`src/rtl/led_strand_driver.sv`:
```
// ---------------------------------------------------------------------------
// led_strand_driver
//
// Consumer end of the LED colour request interface. Requests one LED colour
// at a time from a pattern generator, captures it as a GRB word and
// serialises it MSB first onto a single WS2812-style strand pin. After the
// last LED of the strand it holds the line low for the latch gap, pulses
// frame_done_out and restarts the frame at LED 0.
//
// Optional feature macro: LED_STRAND_DRIVER_BRIGHTNESS_EN
//   When defined, adds brightness_in[7:0]; each captured channel is scaled
//   by (brightness_in + 1) / 256 on the capture cycle.
//
// Ports:
//   clk_in               in   system clock
//   rst_in               in   asynchronous, active-high reset
//   red_in               in   red channel from the generator
//   green_in             in   green channel from the generator
//   blue_in              in   blue channel from the generator
//   color_valid_in       in   generator colour matches the current request
//   brightness_in        in   global brightness (macro builds only)
//   next_led_request_out out  index of the LED whose colour is wanted
//   strand_out           out  serial data to the strand (registered)
//   frame_done_out       out  one-cycle pulse in the last latch-gap cycle
// ---------------------------------------------------------------------------
module led_strand_driver #(
  parameter int NUM_LEDS     = 20,
  parameter int COLOR_WIDTH  = 8,
  parameter int BIT_CYCLES   = 125,
  parameter int HIGH0_CYCLES = 35,
  parameter int HIGH1_CYCLES = 80,
  parameter int RESET_CYCLES = 6000,
  localparam int CounterWidth = $clog2(NUM_LEDS)
) (
  input  logic                    clk_in,
  input  logic                    rst_in,
  input  logic [COLOR_WIDTH-1:0]  red_in,
  input  logic [COLOR_WIDTH-1:0]  green_in,
  input  logic [COLOR_WIDTH-1:0]  blue_in,
  input  logic                    color_valid_in,
`ifdef LED_STRAND_DRIVER_BRIGHTNESS_EN
  input  logic [7:0]              brightness_in,
`endif
  output logic [CounterWidth-1:0] next_led_request_out,
  output logic                    strand_out,
  output logic                    frame_done_out
);

  // Shared cycle counter covers both the bit period and the latch gap.
  localparam int CycMax   = (BIT_CYCLES > RESET_CYCLES) ? BIT_CYCLES : RESET_CYCLES;
  localparam int CycWidth = $clog2(CycMax);
  localparam int BitWidth = $clog2(3 * COLOR_WIDTH + 1);
  localparam int ShiftW   = 3 * COLOR_WIDTH;

  localparam logic [CycWidth-1:0]     BitLast    = CycWidth'(BIT_CYCLES - 1);
  localparam logic [CycWidth-1:0]     High0      = CycWidth'(HIGH0_CYCLES);
  localparam logic [CycWidth-1:0]     High1      = CycWidth'(HIGH1_CYCLES);
  localparam logic [CycWidth-1:0]     GapLast    = CycWidth'(RESET_CYCLES - 1);
  localparam logic [CycWidth-1:0]     GapPreLast = CycWidth'(RESET_CYCLES - 2);
  localparam logic [BitWidth-1:0]     WordLast   = BitWidth'(3 * COLOR_WIDTH - 1);
  localparam logic [CounterWidth-1:0] LedLast    = CounterWidth'(NUM_LEDS - 1);

  typedef enum logic [1:0] {
    FETCH     = 2'd0,
    SHIFT     = 2'd1,
    RESET_GAP = 2'd2
  } state_t;

  state_t                  state,      state_next;
  logic                    settle,     settle_next;
  logic [CounterWidth-1:0] led_idx,    led_next;
  logic [ShiftW-1:0]       shift_reg,  shift_next;
  logic [BitWidth-1:0]     bit_cnt,    bit_next;
  logic [CycWidth-1:0]     cyc_cnt,    cyc_next;
  logic                    strand_next;
  logic                    done_next;
  logic [ShiftW-1:0]       capture_word;

`ifdef LED_STRAND_DRIVER_BRIGHTNESS_EN
  localparam int ProdW = COLOR_WIDTH + 9;

  // (channel * (brightness + 1)) >> 8: 255 is the identity, 0 blanks.
  function automatic logic [COLOR_WIDTH-1:0] scale(
    input logic [COLOR_WIDTH-1:0] chan,
    input logic [7:0]             level
  );
    logic [8:0]       gain;
    logic [ProdW-1:0] prod;
    gain = {1'b0, level} + 9'd1;
    prod = ProdW'(chan) * ProdW'(gain);
    return prod[COLOR_WIDTH+7:8];
  endfunction

  assign capture_word = {scale(green_in, brightness_in),
                         scale(red_in,   brightness_in),
                         scale(blue_in,  brightness_in)};
`else
  assign capture_word = {green_in, red_in, blue_in};
`endif

  assign next_led_request_out = led_idx;

  always_ff @(posedge clk_in or posedge rst_in) begin
    if (rst_in) begin
      state          <= FETCH;
      settle         <= 1'b1;
      led_idx        <= '0;
      shift_reg      <= '0;
      bit_cnt        <= '0;
      cyc_cnt        <= '0;
      strand_out     <= 1'b0;
      frame_done_out <= 1'b0;
    end else begin
      state          <= state_next;
      settle         <= settle_next;
      led_idx        <= led_next;
      shift_reg      <= shift_next;
      bit_cnt        <= bit_next;
      cyc_cnt        <= cyc_next;
      strand_out     <= strand_next;
      frame_done_out <= done_next;
    end
  end

  always_comb begin
    state_next  = state;
    settle_next = settle;
    led_next    = led_idx;
    shift_next  = shift_reg;
    bit_next    = bit_cnt;
    cyc_next    = cyc_cnt;
    strand_next = 1'b0;
    done_next   = 1'b0;

    unique case (state)
      FETCH: begin
        // The first cycle after entry gives the generator time to see the
        // new index, so a stale valid cannot be mistaken for the new colour.
        if (settle) begin
          settle_next = 1'b0;
        end else if (color_valid_in) begin
          shift_next = capture_word;
          bit_next   = '0;
          cyc_next   = '0;
          state_next = SHIFT;
        end
      end

      SHIFT: begin
        strand_next = (cyc_cnt < (shift_reg[ShiftW-1] ? High1 : High0));
        if (cyc_cnt == BitLast) begin
          cyc_next   = '0;
          shift_next = shift_reg << 1;
          bit_next   = bit_cnt + 1'b1;
          if (bit_cnt == WordLast) begin
            if (led_idx == LedLast) begin
              led_next   = '0;
              state_next = RESET_GAP;
            end else begin
              led_next    = led_idx + 1'b1;
              settle_next = 1'b1;
              state_next  = FETCH;
            end
          end
        end else begin
          cyc_next = cyc_cnt + 1'b1;
        end
      end

      RESET_GAP: begin
        // Registered pulse: raised one cycle early so it is visible during
        // the final gap cycle itself.
        done_next = (cyc_cnt == GapPreLast);
        if (cyc_cnt == GapLast) begin
          cyc_next    = '0;
          settle_next = 1'b1;
          state_next  = FETCH;
        end else begin
          cyc_next = cyc_cnt + 1'b1;
        end
      end

      default: begin
        state_next  = FETCH;
        settle_next = 1'b1;
      end
    endcase
  end

endmodule

```
`config.mk`:
```
export PLATFORM = sky130hd
export DESIGN_NAME = led_strand_driver
export DESIGN_NICKNAME = d
export VERILOG_FILES = /design/src/rtl/led_strand_driver.sv
export SDC_FILE = /design/constraint.sdc
export NUM_CORES = 1
export LEC_CHECK = 0
export ABC_CLOCK_PERIOD_IN_PS = 5150
export CORE_UTILIZATION = 50
export DETAILED_ROUTE_END_ITERATION = 10
export PLACE_DENSITY = 0.79
export SYNTH_ARGS = -nofsm -noshare
export SYNTH_HDL_FRONTEND = slang
export SYNTH_SLANG_ARGS = --single-unit
export TNS_END_PERCENT = 20
```
`constraint.sdc`:
```
create_clock -name clk_in -period 5.15 [get_ports clk_in]
set_clock_uncertainty 0.2 [all_clocks]
set_input_delay 1.03 -clock clk_in [delete_from_list [all_inputs] [get_ports clk_in]]
set_output_delay 1.03 -clock clk_in [all_outputs]
set_load 0.02 [all_outputs]
```
==> summary.txt <==
Timing
  – Final period utilization: 0.514
  – Fmax: about 0.38 GHz
  – Total negative slack: 0 ns
  – Actual slew at the worst max-slew pin: about 1.1 ns
  – Relative slew slack: 0.290
  – RSZ-0062 raised after global routing: false
  – Count of final setup violators: 0
  – Crit path time final: approximately 2.6 ns
  – Fin. max-slew vios: 0
  – Fin Hold WS: ~0.28 ns
  – Fin. Hold Viols: 0

Logic synthesis
  – Syn nets: around 330
  – Area share of the largest cell type after synthesis: 0.441
  – Post-synthesis async set-or-reset flop share: 1.00
  – Syn avg cell area: roughly 10 sq um
  – Syn Std Cell Area: 0.00289 sq mm
  – Synth Flop Type: dfrtp_1
  – Ys Warns: 0
  – Area leader, netlist: dfrtp_1
  – Area contributors post-synth: dfrtp_1 (44%), mux2i_1 (9.7%), ha_1 (5.6%)
  – Flip-flop and latch count after synthesis: 52
  – Post-synth EDFFs: 0
  – Cell variety after synth: 47
  – Register area share after synthesis: 0.450
  – Syn Inst Count: just under 300

Layout
  – Nets: between 300 and 400
  – Final Util: 0.605
  – Area Overhead vs Synth: 16.0%
  – Layout fillers: slightly below 500
  – Commonest non-fill, non-tap cell in the layout: dfrtp_1
  – Share of cells above drive strength 1: 0.0650
  – Number of diodes: 0
  – Most frequent cells in the layout: dfrtp_1 (51), nand2_1 (41), clkdlybuf4s50_1 (33), mux2i_1 (28), o21ai_0 (27)
  – Max reg flops: 24
  – Non-filler instance count after layout: approximately 400

Global routing
  – Vias in the first global route: approximately 2.1k
  – Largest net degree at the start of global routing: 53
  – Global route overflow: 0
  – Initial antenna violation count: 0
  – Total GRT Usage: 0.208
  – First-pass GRT wire length: 9940 um

Placed design
  – IO buf count: 33
  – Placed insts: around 390
  – Gpl congestion: 0.875
  – Post-DP HPWL: 3970 um

Pwr
  – Total power divided by cell area: 414 mW/mm^2
  – Peak supply drop: just over 200 uV
  – LEAKAGE: between 0.0015 and 0.002 uW

Flow run
  – MaxCap Viol Count: 0

Setup path
  – CP Data Arrival Time: between 2 and 3 ns
  – Crit start category: register
  – Crit Path Max Fanout: 49
  – R2r setup slk: between 2 and 3 ns
  – CP required: 5.16 ns
  – RR Startpoint: state[1]
  – Worst R2R Path Depth: 8
  – Critical path endpoint category: register
  – Reg-to-Reg End: shift_reg[0]
  – Critical path class: register to register

Floorplanning
  – IO Count: 34
  – Placement Rows: 27
  – Die height: approximately 78 um
  – Die area: between 0.006 and 0.007 sq mm
  – Core area: around 0.0055 sq mm
  – Starting Density: 0.522
  – Die span in x: 78.0 um

Routing
  – Drt drc: 0
  – Routed length per instance: between 10 and 15 um
  – Total wire length: 5720 um
  – Iteration-0 DRC Markers: around 180
  – Vias/cell: 5.62
  – Post-route ant nets: 0
  – DR pass1 iterations: 4
  – Routed vias: between 2k and 2.5k

CTS
  – Clock Sinks: between 50 and 60
  – TritonCTS Buffers: 5
  – CTS root buffer: clkbuf_8
  – CTS tree: yes
  – CTS max path bufs: 2
  – CTS H-tree lvls: 2
  – Hold Buf Count CTS: 0
  – Reg clk slew, reported paths: around 0.09 ns
  – CTS resizes: 0
  – Post CTS Setup Buffer Count: 0
  – Clk_lat worst skew: 0.32 ns

Min path
  – Hold endpoint: settle
  – Min-Delay Path Class: register to register
  – Hold Crit Depth: 2
  – Hold Startpoint: settle

Outcome
  – Status: finished clean
==> metal layers <==
layer | GRT usage | share of wire | up-vias | routed length, um
met5 | 0 | 0 | - | 0
met3 | 0.0442 | 0.037 | 14 | 214
met2 | 0.328 | 0.45 | 47 | 2560
li1 | - | - | 1113 | -
met1 | 0.274 | 0.49 | 1047 | 2830
met4 | 0.100 | 0.021 | 0 | 121
==> final cells by class <==
type	count	area, sq um	area share
inverters	12	45.0	0.0134
well taps	72	90.1	0.0269
flip-flops and latches	52	1300	0.388
repair buffers	35	345	0.103
clock buffers	5	68.8	0.0205
multi-input cells	216	1480	0.441
clock inverters	3	25.0	0.00746
==> worst max path at each step <==
stage	from	end	slack, ns	depth (start not counted)
detailed placement	color_valid_in	cyc_cnt[11]	2.27	6
global placement	color_valid_in	cyc_cnt[11]	2.30	6
floorplan	rst_in	bit_cnt[0]	2.66	1
CTS	state[1]	shift_reg[0]	2.47	8
global route	state[1]	shift_reg[14]	2.27	9
finish	state[1]	shift_reg[0]	2.50	8
==> synth_stat cells, drive strengths merged (6+ instances only) <==
cell type	number
nor3	7
and3	6
nand2	41
nand4	6
clkbuf	9
nor2	10
dfrtp	51
a22o	10
nand3	7
ha	13
mux2i	28
inv	12
o21ai	38
==> where the power goes <==
group          internal, uW  switching [uW]  leakage [uW]
Clock                  99.3             145     0.0000452
Combinational           231             328      0.000773
Sequential              518            68.4      0.000686
==> metrics by stage <==
step | power, uW | cell area, sq um | setup WS [ns]
floorplan | 1030 | 2890 | 2.66
global placement | 1130 | 3260 | 2.30
detailed placement | 1160 | 3260 | 2.27
CTS | 1400 | 3350 | 2.47
global route | 1500 | 3350 | 2.27
finish | 1390 | 3350 | 2.50
==> cell families after synthesis <==
logic type | Yosys count | share of synthesized area
AO/OA/AOI/OAI | 66 | 0.143
multiplexers | 33 | 0.116
AND/OR/NAND/NOR | 101 | 0.186
buffers and inverters | 26 | 0.0385
adder cells (fa/ha/maj) | 13 | 0.0563
XOR/XNOR | 3 | 0.00909
flip-flops | 52 | 0.450
==> worst max-delay path, stage by stage, from the launching register on <==
cell	delay [ns]
dfrtp_1	0.41
inv_1	0.11
ha_1	0.15
buf_4	0.40
inv_1	0.21
nor4_4	0.47
o21ai_2	0.07
buf_4	0.26
a32o_1	0.24
(Power assumes the default switching activity.)
